**config.mk**
```make
export PLATFORM = sky130hd
export DESIGN_NAME = alu_muldiv_seq_flat
export DESIGN_NICKNAME = d
export VERILOG_FILES = /design/src/rtl/alu_muldiv_seq_if.sv /design/src/rtl/alu_muldiv_seq.sv /design/src/flat_wrapper.sv
export SDC_FILE = /design/constraint.sdc
export NUM_CORES = 2
export LEC_CHECK = 0
export CAP_MARGIN = 20
export CORE_UTILIZATION = 55
export CTS_BUF_LIST = sky130_fd_sc_hd__clkbuf_16
export CTS_CLUSTER_DIAMETER = 30
export DETAILED_ROUTE_END_ITERATION = 12
export PLACE_DENSITY = 0.76
export SLEW_MARGIN = 40
export SYNTH_ARGS = -nofsm -noshare
export SYNTH_HDL_FRONTEND = slang
export SYNTH_SLANG_ARGS = --single-unit
export TNS_END_PERCENT = 50
```
**constraint.sdc**
```tcl
create_clock -name clk -period 11 [get_ports clk]
set_input_delay 1.1 -clock clk [delete_from_list [all_inputs] [get_ports clk]]
set_output_delay 1.1 -clock clk [all_outputs]
set_load 0.01 [all_outputs]
```
**src/rtl/alu_muldiv_seq_if.sv**
```systemverilog
// Handshake/operand bundle for alu_muldiv_seq: the control unit drives the master side.
interface alu_muldiv_seq_if #(
  parameter int WIDTH = 32
);
  localparam int SHW = $clog2(WIDTH);

  logic             start;
  logic [3:0]       ALUOp;
  logic [WIDTH-1:0] x;
  logic [WIDTH-1:0] y;
  logic [SHW-1:0]   shamt;
  logic [WIDTH-1:0] result;
  logic [WIDTH-1:0] hi;
  logic [WIDTH-1:0] lo;
  logic [31:0]      NFlag;
  logic             busy;
  logic             done;

  modport master (
    output start, ALUOp, x, y, shamt,
    input  result, hi, lo, NFlag, busy, done
  );

  modport slave (
    input  start, ALUOp, x, y, shamt,
    output result, hi, lo, NFlag, busy, done
  );
endinterface

```
**src/rtl/alu_muldiv_seq.sv**
```systemverilog
// Multi-cycle MIPS ALU: single-cycle ops plus iterative MULT/MULTU/DIV/DIVU into HI/LO.
// Optional ALU_DIVZERO_FLAG_EN: NFlag bit2 reports divide-by-zero on DIV/DIVU completion.
module alu_muldiv_seq #(
  parameter int WIDTH = 32
) (
  input  logic            clk,
  input  logic            rst,
  alu_muldiv_seq_if.slave bus
);
  localparam int SHW = $clog2(WIDTH);

  localparam logic [2:0] S_IDLE = 3'd0;
  localparam logic [2:0] S_ONE  = 3'd1;
  localparam logic [2:0] S_MUL  = 3'd2;
  localparam logic [2:0] S_DIV  = 3'd3;
  localparam logic [2:0] S_FIN  = 3'd4;

  logic [2:0]         state;
  logic [3:0]         op_q;
  logic [WIDTH-1:0]   x_q, y_q, dv;
  logic [SHW-1:0]     shamt_q, cnt;
  logic [2*WIDTH-1:0] acc;
  logic               neg_q, xneg_q, dz_q;

  function automatic logic [WIDTH-1:0] mag(input logic [WIDTH-1:0] v, input logic s);
    mag = (s && v[WIDTH-1]) ? -v : v;
  endfunction

  logic start_sgn;
  assign start_sgn = ~bus.ALUOp[0];

  // Single-cycle datapath on latched operands
  logic [WIDTH-1:0] sum, dif, alu_res;
  logic             alu_ovf;
  assign sum = x_q + y_q;
  assign dif = x_q - y_q;

  always_comb begin
    alu_res = '0;
    alu_ovf = 1'b0;
    case (op_q)
      4'h0: begin
        alu_res = sum;
        alu_ovf = (x_q[WIDTH-1] == y_q[WIDTH-1]) && (sum[WIDTH-1] != x_q[WIDTH-1]);
      end
      4'h1: begin
        alu_res = dif;
        alu_ovf = (x_q[WIDTH-1] != y_q[WIDTH-1]) && (dif[WIDTH-1] != x_q[WIDTH-1]);
      end
      4'h2: alu_res = x_q & y_q;
      4'h3: alu_res = x_q | y_q;
      4'h4: alu_res = {{(WIDTH-1){1'b0}}, ($signed(x_q) < $signed(y_q))};
      4'h5: alu_res = y_q;
      4'h6: alu_res = y_q << shamt_q;
      4'h7: alu_res = y_q >> shamt_q;
      default: alu_res = '0;
    endcase
  end

  // acc = {partial product, multiplier} for MUL, {remainder, quotient} for DIV
  logic [WIDTH:0]       mul_sum;
  logic [2*WIDTH-1:0]   mul_next, div_next;
  logic                 div_ok;
  logic [WIDTH-1:0]     rem_next;
  assign mul_sum  = {1'b0, acc[2*WIDTH-1:WIDTH]} + {1'b0, (acc[0] ? dv : {WIDTH{1'b0}})};
  assign mul_next = {mul_sum, acc[WIDTH-1:1]};
  // The shifted remainder minus divisor always fits WIDTH bits when the trial succeeds
  assign div_ok   = (acc[2*WIDTH-1:WIDTH-1] >= {1'b0, dv});
  assign rem_next = div_ok ? (acc[2*WIDTH-2:WIDTH-1] - dv) : acc[2*WIDTH-2:WIDTH-1];
  assign div_next = {rem_next, acc[WIDTH-2:0], div_ok};

  logic [2*WIDTH-1:0] prod;
  logic [WIDTH-1:0]   fin_hi, fin_lo;
  logic               dz_flag;
  assign prod   = neg_q ? -acc : acc;
  assign fin_lo = op_q[1] ? (dz_q ? {WIDTH{1'b1}} : (neg_q ? -acc[WIDTH-1:0] : acc[WIDTH-1:0]))
                          : prod[WIDTH-1:0];
  assign fin_hi = op_q[1] ? (xneg_q ? -acc[2*WIDTH-1:WIDTH] : acc[2*WIDTH-1:WIDTH])
                          : prod[2*WIDTH-1:WIDTH];

`ifdef ALU_DIVZERO_FLAG_EN
  assign dz_flag = dz_q;
`else
  assign dz_flag = 1'b0;
`endif

  always_ff @(posedge clk or posedge rst) begin
    if (rst) begin
      state      <= S_IDLE;
      op_q       <= '0;
      x_q        <= '0;
      y_q        <= '0;
      shamt_q    <= '0;
      cnt        <= '0;
      acc        <= '0;
      dv         <= '0;
      neg_q      <= 1'b0;
      xneg_q     <= 1'b0;
      dz_q       <= 1'b0;
      bus.result <= '0;
      bus.hi     <= '0;
      bus.lo     <= '0;
      bus.NFlag  <= '0;
      bus.busy   <= 1'b0;
      bus.done   <= 1'b0;
    end else begin
      bus.done <= 1'b0;
      case (state)
        S_IDLE: begin
          if (bus.start) begin
            op_q    <= bus.ALUOp;
            x_q     <= bus.x;
            y_q     <= bus.y;
            shamt_q <= bus.shamt;
            cnt     <= '0;
            case (bus.ALUOp)
              4'h8, 4'h9: begin
                acc      <= {{WIDTH{1'b0}}, mag(bus.y, start_sgn)};
                dv       <= mag(bus.x, start_sgn);
                neg_q    <= start_sgn & (bus.x[WIDTH-1] ^ bus.y[WIDTH-1]);
                xneg_q   <= 1'b0;
                dz_q     <= 1'b0;
                bus.busy <= 1'b1;
                state    <= S_MUL;
              end
              4'hA, 4'hB: begin
                acc      <= {{WIDTH{1'b0}}, mag(bus.x, start_sgn)};
                dv       <= mag(bus.y, start_sgn);
                neg_q    <= start_sgn & (bus.x[WIDTH-1] ^ bus.y[WIDTH-1]);
                xneg_q   <= start_sgn & bus.x[WIDTH-1];
                dz_q     <= (bus.y == '0);
                bus.busy <= 1'b1;
                state    <= S_DIV;
              end
              default: state <= S_ONE;
            endcase
          end
        end
        S_ONE: begin
          bus.result <= alu_res;
          bus.NFlag  <= {30'b0, (alu_res == '0), alu_ovf};
          bus.done   <= 1'b1;
          state      <= S_IDLE;
        end
        S_MUL, S_DIV: begin
          acc <= (state == S_MUL) ? mul_next : div_next;
          cnt <= cnt + 1'b1;
          if (cnt == SHW'(WIDTH - 1)) state <= S_FIN;
        end
        S_FIN: begin
          bus.hi     <= fin_hi;
          bus.lo     <= fin_lo;
          bus.result <= fin_lo;
          bus.NFlag  <= {29'b0, dz_flag, (fin_lo == '0), 1'b0};
          bus.busy   <= 1'b0;
          bus.done   <= 1'b1;
          state      <= S_IDLE;
        end
        default: state <= S_IDLE;
      endcase
    end
  end
endmodule

```
**src/flat_wrapper.sv**
```systemverilog
// flat-port wrapper written by rule: the top's interface ports become plain ports
module alu_muldiv_seq_flat 
#(
  parameter int WIDTH = 32
)
  (clk, rst, bus_start, bus_ALUOp, bus_x, bus_y, bus_shamt, bus_result, bus_hi, bus_lo, bus_NFlag, bus_busy, bus_done);
  alu_muldiv_seq_if #(.WIDTH(WIDTH)) bus_i ();
  input  logic clk;
  input  logic rst;
  input wire logic [$bits(bus_i.start)-1:0] bus_start;
  input wire logic [$bits(bus_i.ALUOp)-1:0] bus_ALUOp;
  input wire logic [$bits(bus_i.x)-1:0] bus_x;
  input wire logic [$bits(bus_i.y)-1:0] bus_y;
  input wire logic [$bits(bus_i.shamt)-1:0] bus_shamt;
  output wire logic [$bits(bus_i.result)-1:0] bus_result;
  output wire logic [$bits(bus_i.hi)-1:0] bus_hi;
  output wire logic [$bits(bus_i.lo)-1:0] bus_lo;
  output wire logic [$bits(bus_i.NFlag)-1:0] bus_NFlag;
  output wire logic [$bits(bus_i.busy)-1:0] bus_busy;
  output wire logic [$bits(bus_i.done)-1:0] bus_done;
  assign bus_i.start = bus_start;
  assign bus_i.ALUOp = bus_ALUOp;
  assign bus_i.x = bus_x;
  assign bus_i.y = bus_y;
  assign bus_i.shamt = bus_shamt;
  assign bus_result = bus_i.result;
  assign bus_hi = bus_i.hi;
  assign bus_lo = bus_i.lo;
  assign bus_NFlag = bus_i.NFlag;
  assign bus_busy = bus_i.busy;
  assign bus_done = bus_i.done;
  alu_muldiv_seq #(.WIDTH(WIDTH)) u_core (.clk(clk), .rst(rst), .bus(bus_i));
endmodule
```
Word-level counts from Yosys, hierarchy flattened
Cells that the tools add are included.
- mux-type cells: 31
- eq/ne operators: 24
- $add $sub $neg: 10
- multipliers: 0
- divide/modulo/power cells: 0
- reduce and logical (&&, ||, !) cells: 25
- $lt $le $gt $ge: 2
- shift-type cells: 2
- bitwise operators: 6
- operators with widths (cell ; number):
    $mux 32 ; 9
    $pmux 32 s8 ; 1
    $pmux 64 s2 ; 2
    $mux 64 ; 3
    $pmux 32 s2 ; 3
    $neg 32->32 ; 4
    $logic_not 32->1 ; 3
    $neg 64->64 ; 1
    $sub 32x32->32 ; 2
    $add 32x32->33 ; 1
    $ge 33x32->1 ; 1
    $add 32x32->32 ; 1
    $and 32x32->32 ; 1
    $lt 32x32->1 ; 1
    $or 32x32->32 ; 1
    $shl 32x5->32 ; 1
    $shr 32x5->32 ; 1
    $eq 4x3->1 const B ; 4
    $eq 4x4->1 const B ; 4
    $reduce_and 3->1 ; 4
    $pmux 5 s2 ; 1
    $eq 4x2->1 const B ; 2
    $pmux 1 s2 ; 4
    $reduce_bool 2->1 ; 4
    25 further kinds ; 41
- bits in writable memories: 0
- memories kept: 0
- bits in latches: 0
- word-level logic and storage cells: 117
- flip-flop bits (word level): 310
- bits in read-only memories: 0
- bits of input ports: 76

Depth between registers and ports, before layout
- word-level depth: 6
- depth in mapped cells: 18
- mapped depth without buffers: 16

Least setup slack after synthesis
OpenSTA, ideal clock, no wires.
- kind: register -> register
- from: reg u_core.y_q[10]
- to: reg u_core.bus.NFlag[1]
- stages on the path, launching flop included: 17
- data required time: 10908 ps
- library setup time: 92 ps
- data arrival time: 4117 ps
- buffers on the path: 2
- slack: 6791 ps
- cell sequence: dfrtp_1 -> clkbuf_1 -> inv_1 -> ha_1 -> buf_2 -> and2_1 -> a221o_1 -> nand2b_1 -> o21ai_1 -> nor4_1 -> or4b_1 -> a2111oi_4 -> nand4_1 -> nor4b_2 -> nand4_1 -> or4_1 -> o31ai_2
- word-level cells in the longest chain between the ends: 4
- elaborated cells on any way between the ends: 10
- those cells by class: 2 x add/sub; 1 x order compare; 2 x shift; 2 x mux; 2 x bitwise; 1 x reduce/logical
- ends and longest elaborated chain (element ; line ; RTL):
    from (decl) ; alu_muldiv_seq.sv:20 ; logic [WIDTH-1:0] x_q, y_q, dv;
    from (signal assigned) ; alu_muldiv_seq.sv:113 ; y_q <= bus.y;
    $sub 32x32->32, or another cell as far along ; alu_muldiv_seq.sv:36 ; assign dif = x_q - y_q;
    $pmux 32 s8 * ; alu_muldiv_seq.sv:41 ; case (op_q)
    $logic_not 32->1 * ; alu_muldiv_seq.sv:141 ; bus.NFlag <= {30'b0, (alu_res == '0), alu_ovf};
    $pmux 32 s2 * ; alu_muldiv_seq.sv:108 ; case (state)
    to (signal assigned) ; alu_muldiv_seq.sv:141 ;
    to (signal assigned) ; alu_muldiv_seq.sv:154 ; bus.NFlag <= {29'b0, dz_flag, (fin_lo == '0), 1'b0};
    to (decl) ; alu_muldiv_seq_if.sv:26 ; output result, hi, lo, NFlag, busy, done
Mark *: on every way between the ends. The rest lies on a longest branch, timed or not. The select of a mux whose other input is x is not followed.
A chain may end at the register's enable or synchronous reset.

Worst setup path after layout
- from: reg u_core.shamt_q[1]
- to: reg u_core.bus.NFlag[1]
- word-level cells in the longest chain between the ends: 4
- elaborated cells on any way between the ends: 5
- those cells by class: 2 x shift; 2 x mux; 1 x reduce/logical
- ends and longest elaborated chain (element ; line ; RTL):
    from (decl) ; alu_muldiv_seq.sv:21 ; logic [SHW-1:0] shamt_q, cnt;
    from (signal assigned) ; alu_muldiv_seq.sv:114 ; shamt_q <= bus.shamt;
    $shr 32x5->32 / $shl 32x5->32 (equally long branches) ; alu_muldiv_seq.sv:55, alu_muldiv_seq.sv:54 ;
    $pmux 32 s8 * ; alu_muldiv_seq.sv:41 ;
    $logic_not 32->1 * ; alu_muldiv_seq.sv:141 ;
    $pmux 32 s2 * ; alu_muldiv_seq.sv:108 ;
Marks and branches as above.

==> results.json <==
{
  "cpLargestDelayFamily": "simple AND/OR/NAND/NOR gates",
  "dp.cells": 4183,
  "clkSinkCount": 280,
  "ctsHoldBuffers": 0,
  "slew_headroom_pct": 36.7,
  "dpl.hpwl_mm": 90.6,
  "core_mm2": 0.0503,
  "drt_iter0_markers": 4954,
  "area_growth_pct": 16.1,
  "fin_cells": 4314,
  "dp_slack_ps": 5540,
  "cp_max_fo": 60,
  "layout-drive-gt1-share_pct": 8.62,
  "dr.pass1.iters": 7,
  "antenna_found_initial": 6,
  "grt_pass1_wl_mm": 176,
  "syn_inst": 3551,
  "pin_count": 206,
  "p_leak_nw": 14.1,
  "met2_usage_pct": 61.3,
  "yosysSeqAreaShare_pct": 25.0,
  "routed_wl_mm": 120,
  "tritoncts": "built",
  "die_y_um": 228,
  "hp-class": "reg -> reg",
  "final-max-slew-violation-count": 0,
  "num_rows": 82,
  "start_util_pct": 55.8,
  "cts-root-buf": "clkbuf_16",
  "path_clk_slew_ps": 40,
  "max-clock-path-buffers": 3,
  "cpPeakStageDelay_ps": 950,
  "worst_slack_ps": 5390,
  "finalSetupViolCount": 0,
  "vdd_ir_drop_max_mv": 0.253,
  "vias": 30000,
  "end_kind": "register",
  "mostFrequentLayoutCells": "nand2_1, o21ai_0, nor2_1, dfrtp_1, a21oi_1",
  "fin_crit_ps": 5610,
  "wl_per_cell_um": 27.7,
  "status": "completed",
  "crit_path_start_kind": "register",
  "ys_types": 96,
  "htreeDepth": 3,
  "ctsResizeCount": 0,
  "cts_buffers": 73,
  "dieArea_mm2": 0.0519,
  "worstRegToRegCells": 13,
  "drc": 0,
  "holdPathStages": 1,
  "async_flop_share_pct": 100,
  "yosys_register_bits": 280,
  "path_buf_inv": 1,
  "grt_usage_pct": 44.9,
  "syn_avg_cell_area_um2": 7.90,
  "worstSetupPathDepth": 13,
  "hold_viol_final": 0,
  "skew_ps": 36.9,
  "synth_edf_count": 0,
  "fin_crit_sh_pct": 51.0,
  "fin_nets": 3837,
  "cap_viol_max_count": 0,
  "grt.overflow.total": 0,
  "use_met3_pct": 17.1,
  "top_usage_layer": "met1",
  "yosys_warnings": 0,
  "avgViaCountPerCell": 6.96,
  "post_cts_buffers": 0,
  "worst_pin_slew_ps": 943,
  "place.port_buffers": 175,
  "place.gp.congestion": 1.11,
  "critical_path_class": "reg -> reg",
  "antenna_left": 0,
  "worstPathRequired_ps": 11530,
  "use_met1_pct": 63.8,
  "ys.flop_type": "dfrtp_1",
  "cp_slowest_cell": "dfrtp_4",
  "holdWs_ps": 473,
  "powerDensity_mw_per_mm2": 383,
  "grt_max_degree": 99,
  "grt_pass1_vias": 27200,
  "final_common_cell": "nand2_1",
  "netlist_area_mm2": 0.0281,
  "tns_ps": 0,
  "die_width_um": 228,
  "clock_latency_ps": 620,
  "path_cells": "buf_4 -> mux2i_1 -> mux2i_1 -> a222oi_1 -> o221ai_1 -> a21o_1 -> or4_4 -> a2111oi_4 -> nand4_1 -> nor4b_2 -> nand4_1 -> or4_1 -> o31ai_2",
  "cp.arrival_ps": 6130,
  "fmax_mhz": 178,
  "rsz0062_at_grt": "false"
}
## cell families after synthesis
| family | Yosys count | share of synthesized area, % |
|---|---|---|
| compound gates | 1152 | 26.5 |
| xor+xnor | 175 | 5.46 |
| fa+ha+maj | 175 | 7.91 |
| buf+inv | 463 | 6.96 |
| flops | 280 | 25.0 |
| mux | 203 | 10.0 |
| other cells | 1 | 0.0134 |
| simple gates | 1102 | 18.2 |
## through the flow
| step | utilization (%) | cell area, um^2 | power (mW) |
|---|---|---|---|
| final | 64.8 | 32600 | 12.5 |
| after global routing | 64.8 | 32600 | 13.1 |
| after CTS | 64.7 | 32500 | 12.1 |
| after detailed placement | 59.6 | 29900 | 9.78 |
| after global placement | 59.5 | 29900 | 9.75 |
| after floorplan | - | 28200 | 7.38 |
## cells in the mapped netlist, types with 12 or more instances
cell type | count | area [um^2]
nor4_1 | 36 | 225
a221o_1 | 21 | 210
a211o_1 | 14 | 123
o41ai_1 | 21 | 184
mux2_2 | 30 | 338
mux2i_1 | 109 | 1090
o21ai_0 | 312 | 1560
o221ai_1 | 48 | 420
and3_1 | 26 | 163
o22ai_1 | 23 | 144
a22oi_1 | 40 | 300
clkbuf_1 | 201 | 754
or3_1 | 25 | 156
a221oi_1 | 16 | 140
nand3_1 | 59 | 295
xnor2_1 | 109 | 955
o211ai_1 | 44 | 330
dfrtp_1 | 280 | 7010
a21o_1 | 75 | 563
nand2b_1 | 41 | 257
or2_2 | 12 | 75.1
xor2_1 | 66 | 578
ha_1 | 171 | 2140
a211oi_1 | 35 | 263
o31ai_1 | 33 | 248
nor2b_1 | 31 | 194
nand2_1 | 402 | 1510
nor2_1 | 308 | 1160
a31oi_1 | 31 | 194
inv_1 | 167 | 627
buf_4 | 36 | 270
or4_1 | 15 | 113
o21ai_1 | 43 | 215
o21bai_1 | 17 | 128
nor3_1 | 68 | 340
buf_1 | 22 | 82.6
nand4_1 | 19 | 119
a21oi_1 | 259 | 1300
and2_1 | 18 | 113
buf_2 | 27 | 135
mux4_2 | 57 | 1280
## report_power, final
part	total, mW	internal, mW	leakage, nW	switching (mW)
logic	7.95	2.97	9.35	4.98
registers	2.27	1.38	3.45	0.887
clock network	2.26	1.55	1.27	0.707
## sequential cells by signal (all words and copies together), names as in the netlist
| name | count |
|---|---|
| u_core.op_q | 4 |
| u_core.bus.done | 1 |
| u_core.bus.result | 32 |
| u_core.neg_q | 1 |
| u_core.bus.lo | 32 |
| u_core.state | 3 |
| u_core.dv | 32 |
| u_core.dz_q | 1 |
| u_core.cnt | 5 |
| u_core.bus.hi | 32 |
| u_core.bus.busy | 1 |
| u_core.xneg_q | 1 |
| u_core.shamt_q | 5 |
| u_core.bus.NFlag | 2 |
| u_core.acc | 64 |
| u_core.x_q | 32 |
| u_core.y_q | 32 |
## final timing paths
check	startpoint	to	slack [ps]
setup / recovery	u_core.shamt_q[1]	u_core.bus.NFlag[1]	5390
hold / removal	u_core.bus.lo[7]	u_core.bus.lo[7]	470
setup reg to reg	u_core.shamt_q[1]	u_core.bus.NFlag[1]	5390
hold reg to reg	u_core.bus.lo[7]	u_core.bus.lo[7]	470
max in group asynchronous	rst	u_core.state[0]	8300
min in group asynchronous	rst	u_core.y_q[28]	980
## cell type report
cell class / instances / area [um^2]
timing repair buffer: 223 / 2140
antenna: 1 / 2.50
sequential: 280 / 7020
fill: 4374 / 17700
clock buffer: 74 / 1850
tap: 672 / 841
multi-input combinational: 2837 / 19300
clock inverter: 56 / 733
inverter: 171 / 649
## routing by layer
| metal | wire length (um) | vias to the layer above |
|---|---|---|
| li1 | - | 13000 |
| met1 | 47700 | 14300 |
| met2 | 47500 | 2368 |
| met3 | 19400 | 363 |
| met4 | 4950 | 8 |
| met5 | 54 | - |
## worst reg2reg max path: stages, from the launching register on
cell       delay [ps]
dfrtp_4           950
buf_4             760
mux2i_1           430
mux2i_1           190
a222oi_1          470
o221ai_1          190
a21o_1            240
or4_4             570
a2111oi_4         350
nand4_1           230
nor4b_2           330
nand4_1           140
or4_1             450
o31ai_2           220
(Power assumes the default switching activity.)
